`src/rtl/sp_ram_burst_reader_if.sv`:
```
// RAM port plus output stream of the burst reader.
// master = reader side, slave = RAM + stream consumer side.
interface sp_ram_burst_reader_if #(
   parameter int ADDR_WIDTH = 8,
   parameter int DATA_WIDTH = 32
);
   localparam int BYTES = DATA_WIDTH / 8;

   logic                  mem_en;
   logic [ADDR_WIDTH-1:0] mem_addr;
   logic                  mem_we;
   logic [BYTES-1:0]      mem_be;
   logic [DATA_WIDTH-1:0] mem_wdata;
   logic [DATA_WIDTH-1:0] mem_rdata;
   logic [DATA_WIDTH-1:0] data;
   logic                  valid;
   logic                  ready;
   logic                  last;

   modport master (
      output mem_en, mem_addr, mem_we, mem_be, mem_wdata,
      input  mem_rdata,
      output data, valid, last,
      input  ready
   );

   modport slave (
      input  mem_en, mem_addr, mem_we, mem_be, mem_wdata,
      output mem_rdata,
      input  data, valid, last,
      output ready
   );
endinterface

```
`src/rtl/sp_ram_burst_reader.sv`:
```
// Reads num_words contiguous words from a single-port RAM into a valid/ready stream.
// Optional backpressure counter: define SP_RAM_READER_STALL_CNT_EN.
module sp_ram_burst_reader #(
   parameter int ADDR_WIDTH = 8,
   parameter int DATA_WIDTH = 32,
   parameter int LEN_WIDTH  = 16
) (
   input  logic                  clk,
   input  logic                  rst_n,
   input  logic                  start_i,
   input  logic [ADDR_WIDTH-1:0] base_addr_i,
   input  logic [LEN_WIDTH-1:0]  num_words_i,
   output logic                  busy_o,
   output logic                  done_o,
   output logic [LEN_WIDTH-1:0]  stall_cnt_o,
   sp_ram_burst_reader_if.master bus
);
   localparam int BYTES = DATA_WIDTH / 8;
   localparam logic [ADDR_WIDTH-1:0] STEP       = ADDR_WIDTH'(BYTES);
   localparam logic [ADDR_WIDTH-1:0] ALIGN_MASK = ~(ADDR_WIDTH'(BYTES - 1));

   typedef enum logic {S_IDLE, S_RUN} state_e;

   state_e                state_q;
   logic                  busy_q, done_q;
   logic [ADDR_WIDTH-1:0] addr_q;
   logic [LEN_WIDTH-1:0]  num_q, issued_q, popped_q;
   logic                  inflight_q;
   logic [DATA_WIDTH-1:0] fifo_q [2];
   logic                  wptr_q, rptr_q;
   logic [1:0]            cnt_q, cnt_d;
   logic [2:0]            occ;
   logic                  pop, issue, last_hd;

   // Words held or on their way must leave room for the next read's return data.
   always_comb begin
      pop     = (cnt_q != 2'd0) && bus.ready;
      occ     = {1'b0, cnt_q} + {2'b0, inflight_q};
      issue   = (state_q == S_RUN) && (issued_q < num_q) &&
                (occ < (pop ? 3'd3 : 3'd2));
      last_hd = (popped_q == num_q - LEN_WIDTH'(1));
      cnt_d   = cnt_q + {1'b0, inflight_q} - {1'b0, pop};
   end

   always_ff @(posedge clk) begin
      if (!rst_n) begin
         state_q    <= S_IDLE;
         busy_q     <= 1'b0;
         done_q     <= 1'b0;
         addr_q     <= '0;
         num_q      <= '0;
         issued_q   <= '0;
         popped_q   <= '0;
         inflight_q <= 1'b0;
         wptr_q     <= 1'b0;
         rptr_q     <= 1'b0;
         cnt_q      <= 2'd0;
      end else begin
         done_q     <= 1'b0;
         inflight_q <= issue;
         cnt_q      <= cnt_d;
         if (issue) begin
            addr_q   <= addr_q + STEP;
            issued_q <= issued_q + LEN_WIDTH'(1);
         end
         if (pop) begin
            popped_q <= popped_q + LEN_WIDTH'(1);
            rptr_q   <= ~rptr_q;
         end
         // RAM data is only meaningful the cycle after an issue.
         if (inflight_q) begin
            fifo_q[wptr_q] <= bus.mem_rdata;
            wptr_q         <= ~wptr_q;
         end
         case (state_q)
            S_IDLE: if (start_i) begin
               addr_q   <= base_addr_i & ALIGN_MASK;
               num_q    <= num_words_i;
               issued_q <= '0;
               popped_q <= '0;
               if (num_words_i != '0) begin
                  state_q <= S_RUN;
                  busy_q  <= 1'b1;
               end else begin
                  done_q  <= 1'b1;
               end
            end
            S_RUN: if (pop && last_hd) begin
               state_q <= S_IDLE;
               busy_q  <= 1'b0;
               done_q  <= 1'b1;
            end
            default: state_q <= S_IDLE;
         endcase
      end
   end

`ifdef SP_RAM_READER_STALL_CNT_EN
   logic [LEN_WIDTH-1:0] stall_q;
   always_ff @(posedge clk) begin
      if (!rst_n)
         stall_q <= '0;
      else if (state_q == S_IDLE && start_i)
         stall_q <= '0;
      else if (bus.valid && !bus.ready && stall_q != '1)
         stall_q <= stall_q + LEN_WIDTH'(1);
   end
   assign stall_cnt_o = stall_q;
`else
   assign stall_cnt_o = '0;
`endif

   assign busy_o        = busy_q;
   assign done_o        = done_q;
   assign bus.mem_en    = issue;
   assign bus.mem_addr  = addr_q;
   assign bus.mem_we    = 1'b0;
   assign bus.mem_be    = '1;
   assign bus.mem_wdata = '0;
   assign bus.valid     = (cnt_q != 2'd0);
   assign bus.data      = fifo_q[rptr_q];
   assign bus.last      = bus.valid && last_hd;
endmodule

```
`src/flat_wrapper.sv`:
```
// flat-port wrapper written by rule: the top's interface ports become plain ports
module sp_ram_burst_reader_flat 
#(
   parameter int ADDR_WIDTH = 8,
   parameter int DATA_WIDTH = 32,
   parameter int LEN_WIDTH  = 16
)
  (clk, rst_n, start_i, base_addr_i, num_words_i, busy_o, done_o, stall_cnt_o, bus_mem_en, bus_mem_addr, bus_mem_we, bus_mem_be, bus_mem_wdata, bus_mem_rdata, bus_data, bus_valid, bus_last, bus_ready);
  sp_ram_burst_reader_if #(.ADDR_WIDTH(ADDR_WIDTH), .DATA_WIDTH(DATA_WIDTH)) bus_i ();
  input  logic clk;
  input  logic rst_n;
  input  logic start_i;
  input  logic [ADDR_WIDTH-1:0] base_addr_i;
  input  logic [LEN_WIDTH-1:0] num_words_i;
  output logic busy_o;
  output logic done_o;
  output logic [LEN_WIDTH-1:0] stall_cnt_o;
  output wire logic [$bits(bus_i.mem_en)-1:0] bus_mem_en;
  output wire logic [$bits(bus_i.mem_addr)-1:0] bus_mem_addr;
  output wire logic [$bits(bus_i.mem_we)-1:0] bus_mem_we;
  output wire logic [$bits(bus_i.mem_be)-1:0] bus_mem_be;
  output wire logic [$bits(bus_i.mem_wdata)-1:0] bus_mem_wdata;
  input wire logic [$bits(bus_i.mem_rdata)-1:0] bus_mem_rdata;
  output wire logic [$bits(bus_i.data)-1:0] bus_data;
  output wire logic [$bits(bus_i.valid)-1:0] bus_valid;
  output wire logic [$bits(bus_i.last)-1:0] bus_last;
  input wire logic [$bits(bus_i.ready)-1:0] bus_ready;
  assign bus_mem_en = bus_i.mem_en;
  assign bus_mem_addr = bus_i.mem_addr;
  assign bus_mem_we = bus_i.mem_we;
  assign bus_mem_be = bus_i.mem_be;
  assign bus_mem_wdata = bus_i.mem_wdata;
  assign bus_i.mem_rdata = bus_mem_rdata;
  assign bus_data = bus_i.data;
  assign bus_valid = bus_i.valid;
  assign bus_last = bus_i.last;
  assign bus_i.ready = bus_ready;
  sp_ram_burst_reader #(.ADDR_WIDTH(ADDR_WIDTH), .DATA_WIDTH(DATA_WIDTH), .LEN_WIDTH(LEN_WIDTH)) u_core (.clk(clk), .rst_n(rst_n), .start_i(start_i), .base_addr_i(base_addr_i), .num_words_i(num_words_i), .busy_o(busy_o), .done_o(done_o), .stall_cnt_o(stall_cnt_o), .bus(bus_i));
endmodule
```
`config.mk`:
```
export PLATFORM = sky130hd
export DESIGN_NAME = sp_ram_burst_reader_flat
export DESIGN_NICKNAME = d
export VERILOG_FILES = /design/src/rtl/sp_ram_burst_reader_if.sv /design/src/rtl/sp_ram_burst_reader.sv /design/src/flat_wrapper.sv
export SDC_FILE = /design/constraint.sdc
export NUM_CORES = 1
export LEC_CHECK = 0
export CORE_MARGIN = 3
export CORE_UTILIZATION = 45
export CTS_CLUSTER_DIAMETER = 50
export DETAILED_ROUTE_END_ITERATION = 10
export GPL_TIMING_DRIVEN = 0
export PLACE_DENSITY_LB_ADDON = 0.1
export SLEW_MARGIN = 20
export SYNTH_ARGS = -nofsm -noshare
export SYNTH_HDL_FRONTEND = slang
export SYNTH_SLANG_ARGS = --single-unit
```
`constraint.sdc`:
```
create_clock -name clk -period 10 [get_ports clk]
set_clock_uncertainty 0.05 [all_clocks]
set_input_delay 2 -clock clk [delete_from_list [all_inputs] [get_ports clk]]
set_output_delay 2 -clock clk [all_outputs]
set_load 0.02 [all_outputs]
```
==> results of run 1 <==
flip-flops by register name (all words and copies together) (netlist names), named ones only:
name / count
u_core.inflight_q: 1
u_core.busy_o: 1
u_core.wptr_q: 1
u_core.bus.mem_addr: 6
u_core.cnt_q: 2
u_core.num_q: 16
u_core.state_q: 1
u_core.rptr_q: 1
u_core.issued_q: 16
u_core.done_o: 1
u_core.popped_q: 16
u_core.fifo_q: 64
final timing paths:
| kind | start | end | slack [ps] | cells after the start |
|---|---|---|---|---|
| worst max register to register | u_core.num_q[4]$_SDFFE_PN0P_ | u_core.bus.mem_addr[7]$_SDFF_PN0_ | 6900 | 10 |
| worst min register to register | u_core.issued_q[13]$_SDFF_PN0_ | u_core.issued_q[13]$_SDFF_PN0_ | 450 | 2 |
| worst max-delay path | bus_ready | bus_mem_en | 3370 | 8 |
| worst min-delay path | u_core.issued_q[13]$_SDFF_PN0_ | u_core.issued_q[13]$_SDFF_PN0_ | 450 | 2 |
placed cells by master (no fill, tap or decap), types with 18 or more instances in the layout:
| master | synthesis | routed |
|---|---|---|
| inv_1 | 26 | 26 |
| a21oi_1 | 39 | 39 |
| xor2_1 | 18 | 18 |
| ha_1 | 23 | 23 |
| mux2_2 | 32 | 32 |
| clkbuf_1 | 18 | 21 |
| buf_4 | 55 | 58 |
| xnor2_1 | 23 | 23 |
| conb_1 | 2 | 55 |
| edfxtp_1 | 64 | 64 |
| clkdlybuf4s50_1 | 0 | 100 |
| nand2_1 | 55 | 55 |
| nor2_1 | 35 | 35 |
| dfxtp_1 | 63 | 63 |
critical path: cells and delay by family:
family                 cells  cell delay, ps
AOI/OAI and AO/OA          4            1090
buffers and inverters      4            1480
metal layers:
layer	part of all wire [%]	vias up	GRT usage (%)
met1	44	2224	23.4
met3	6.1	23	5.50
met4	2.1	0	6.44
li1	-	2421	-
met5	0	-	0
met2	48	173	31.9
logic make-up (layout without fill, tap and decap cells):
logic type               count (synthesis)  in the layout
AO/OA/AOI/OAI                          101            101
XOR/XNOR                                41             41
adder cells (fa/ha/maj)                 23             23
buffers and inverters                  109            245
flip-flops                             127            127
multiplexers                            35             35
other                                    2             55
AND/OR/NAND/NOR                        167            167
power groups by stage:
| stage | sequential (uW) | combinational, uW | clock (uW) |
|---|---|---|---|
| finish | 585 | 325 | 637 |
| global route | 587 | 354 | 675 |
| CTS | 584 | 327 | 652 |
| detailed placement | 595 | 324 | 0 |
| global placement | 594 | 318 | 0 |
| floorplan | 594 | 206 | 0 |
metrics by stage:
| step | util [%] | power, uW | instances | setup slack [ps] |
|---|---|---|---|---|
| floorplan | - | 800 | 658 | 4960 |
| global placement | 57.5 | 913 | 934 | 3240 |
| detailed placement | 57.8 | 919 | 938 | 3410 |
| CTS | 62.4 | 1560 | 970 | 3400 |
| global route | 62.4 | 1620 | 970 | 3280 |
| finish | 62.4 | 1550 | 970 | 3370 |
area by class of cell:
class,instances,area share (%)
multi-input combinational,422,32.7
buffer,80,6.20
clock buffer,21,5.33
inverter,29,1.29
sequential,127,37.6
timing repair buffer,104,12.3
tap,176,2.60
clock inverter,11,1.95
==> flow_metrics.tcl, run 1 <==
set metrics [dict create \
    drtAntennaViolNets 0 \
    wl_per_cell_um 14.9 \
    cp_slowest_stage_delay_ps 630 \
    syn_area_um2 6370 \
    status "complete, no violations" \
    p_int_uw 1150 \
    cts_tree "done" \
    cp-start-kind "input port" \
    hpwl_mm 10.9 \
    crit_fanout 10 \
    first_global_vias 4921 \
    p_leak_uw 0.00323 \
    avgSynthCellArea_um2 10.5 \
    netSwitchingPower_uw 401 \
    fp-row-count 42 \
    netlist.area_leader.share_pct 30.2 \
    tightest_slew_ps 814 \
    die_h_um 125 \
    antenna_found_initial 0 \
    die_w_um 125 \
    num_vias 4841 \
    criticalPathCategory "input port to primary output" \
    period_share_pct 66.3 \
    synth_compound_area_share_pct 10.4 \
    cts_setup_buffers 0 \
    grt_pass1_wl_mm 23.8 \
    synth-xor-area-share_pct 5.64 \
    cts_htree_levels 4 \
    synthAdderAreaFrac_pct 4.52 \
    drt_iter0_drc 319 \
    ys_ff_latch 127 \
    final.min_clock_period_ps 6630 \
    synthTopCellsByCount "edfxtp_1, dfxtp_1, buf_4, nand2_1, a21oi_1" \
    synthMuxAreaShare_pct 6.13 \
    coreArea_um2 13600 \
    clockPowerShare_pct 41.2 \
    drive_above_1_share_pct 17.1 \
    syn_inst 605 \
    dr.pass1.iters 5 \
    track_usage_pct 18.9 \
    crit_required_ps 7950 \
    fin_area_um2 8460 \
    hold_viol_final 0 \
    grt_start_max_net_pins 31 \
    synth.most_common_cell "edfxtp_1" \
    clock-root-buffer "clkbuf_16" \
    max_slew_margin_pct 45.2 \
    cpMostUsedCell "clkdlybuf4s50_1" \
    multi_input_area_um2 2760 \
    clock_sinks 127 \
    maxCapViolCount 0 \
    drc_errors 0 \
    wl_mm 14.5 \
    synthArstFlopShare_pct 0 \
    fillCellCount 1127 \
    synth_area_leaders "edfxtp_1, dfxtp_1, buf_4, mux2_2, ha_1" \
    post_cts_resized 0 \
    clock_path_buffers 2 \
    vias_per_cell 4.99 \
    synth_top_flop_cell "edfxtp_1" \
    syn_to_final_growth_pct 32.7 \
    max_clock_freq_ghz 0.151 \
    rsz0062_at_grt "false" \
    power_frac_seq_pct 37.8 \
    boundaryPins 158 \
    synth_top_family_by_area "simple AND/OR/NAND/NOR gates" \
    yosysWarnings 0 \
    cts_made_buffers 17 \
    yosysTopAreaCell "edfxtp_1" \
    tns_ps 0 \
    slew_violations 0 \
    clk_latency_ps 420 \
    synth.distinct_cells 62 \
    hold_buffers 0 \
    setup_viol 0 \
    cpMaxStageDelayCell "clkdlybuf4s50_1" \
    irDropWorstVdd_uv 104 \
    initial_utilization_pct 47.0 \
    regArea_um2 3180 \
    pwr-share-comb_pct 21.0 \
    synth_edf_count 64 \
    critPathCaptureType "primary output" \
    synth_simple_gate_area_share_pct 13.4 \
    nets 864 \
    swShare_pct 26.0 \
    worstPathCellList "clkdlybuf4s50_1 -> o21ai_1 -> o21ai_0 -> o2111a_1 -> o21ai_2 -> buf_6 -> clkinv_1 -> clkdlybuf4s50_1" \
    gp_congestion 0.900 \
    hold_class "flip-flop to flip-flop" \
    ys_seq_area_share_pct 50.0 \
    dieArea_um2 15600 \
    arrival_ps 4580 \
    path_clk_slew_ps 50 \
    io_buffers 100 \
    timing.hold.ws_ps 451 \
    placed_area_um2 7840 \
    antenna_cells 0 \
    p_per_area_nw_per_um2 183 \
    overflow 0 \
]
No activity file was read; power rests on OpenSTA's default activity.
==> inputs of run 2 (changes only) <==
==> constraint.sdc (replaced) <==
create_clock -name clk -period 5.61 [get_ports clk]
set_clock_uncertainty 0.05 [all_clocks]
set_input_delay 1.122 -clock clk [delete_from_list [all_inputs] [get_ports clk]]
set_output_delay 1.122 -clock clk [all_outputs]
set_load 0.02 [all_outputs]
==> results of run 2 <==
Same layout as run 1 (identical final DEF). Status: complete, no violations.
Among the figures that moved: setup slack after placement 3410 ps -> 780 ps; setup slack after layout 3370 ps -> 734 ps; register-to-register setup slack 6900 ps -> 2510 ps; total power 1550 uW -> 2760 uW; worst IR drop on VDD 104 uV -> 185 uV
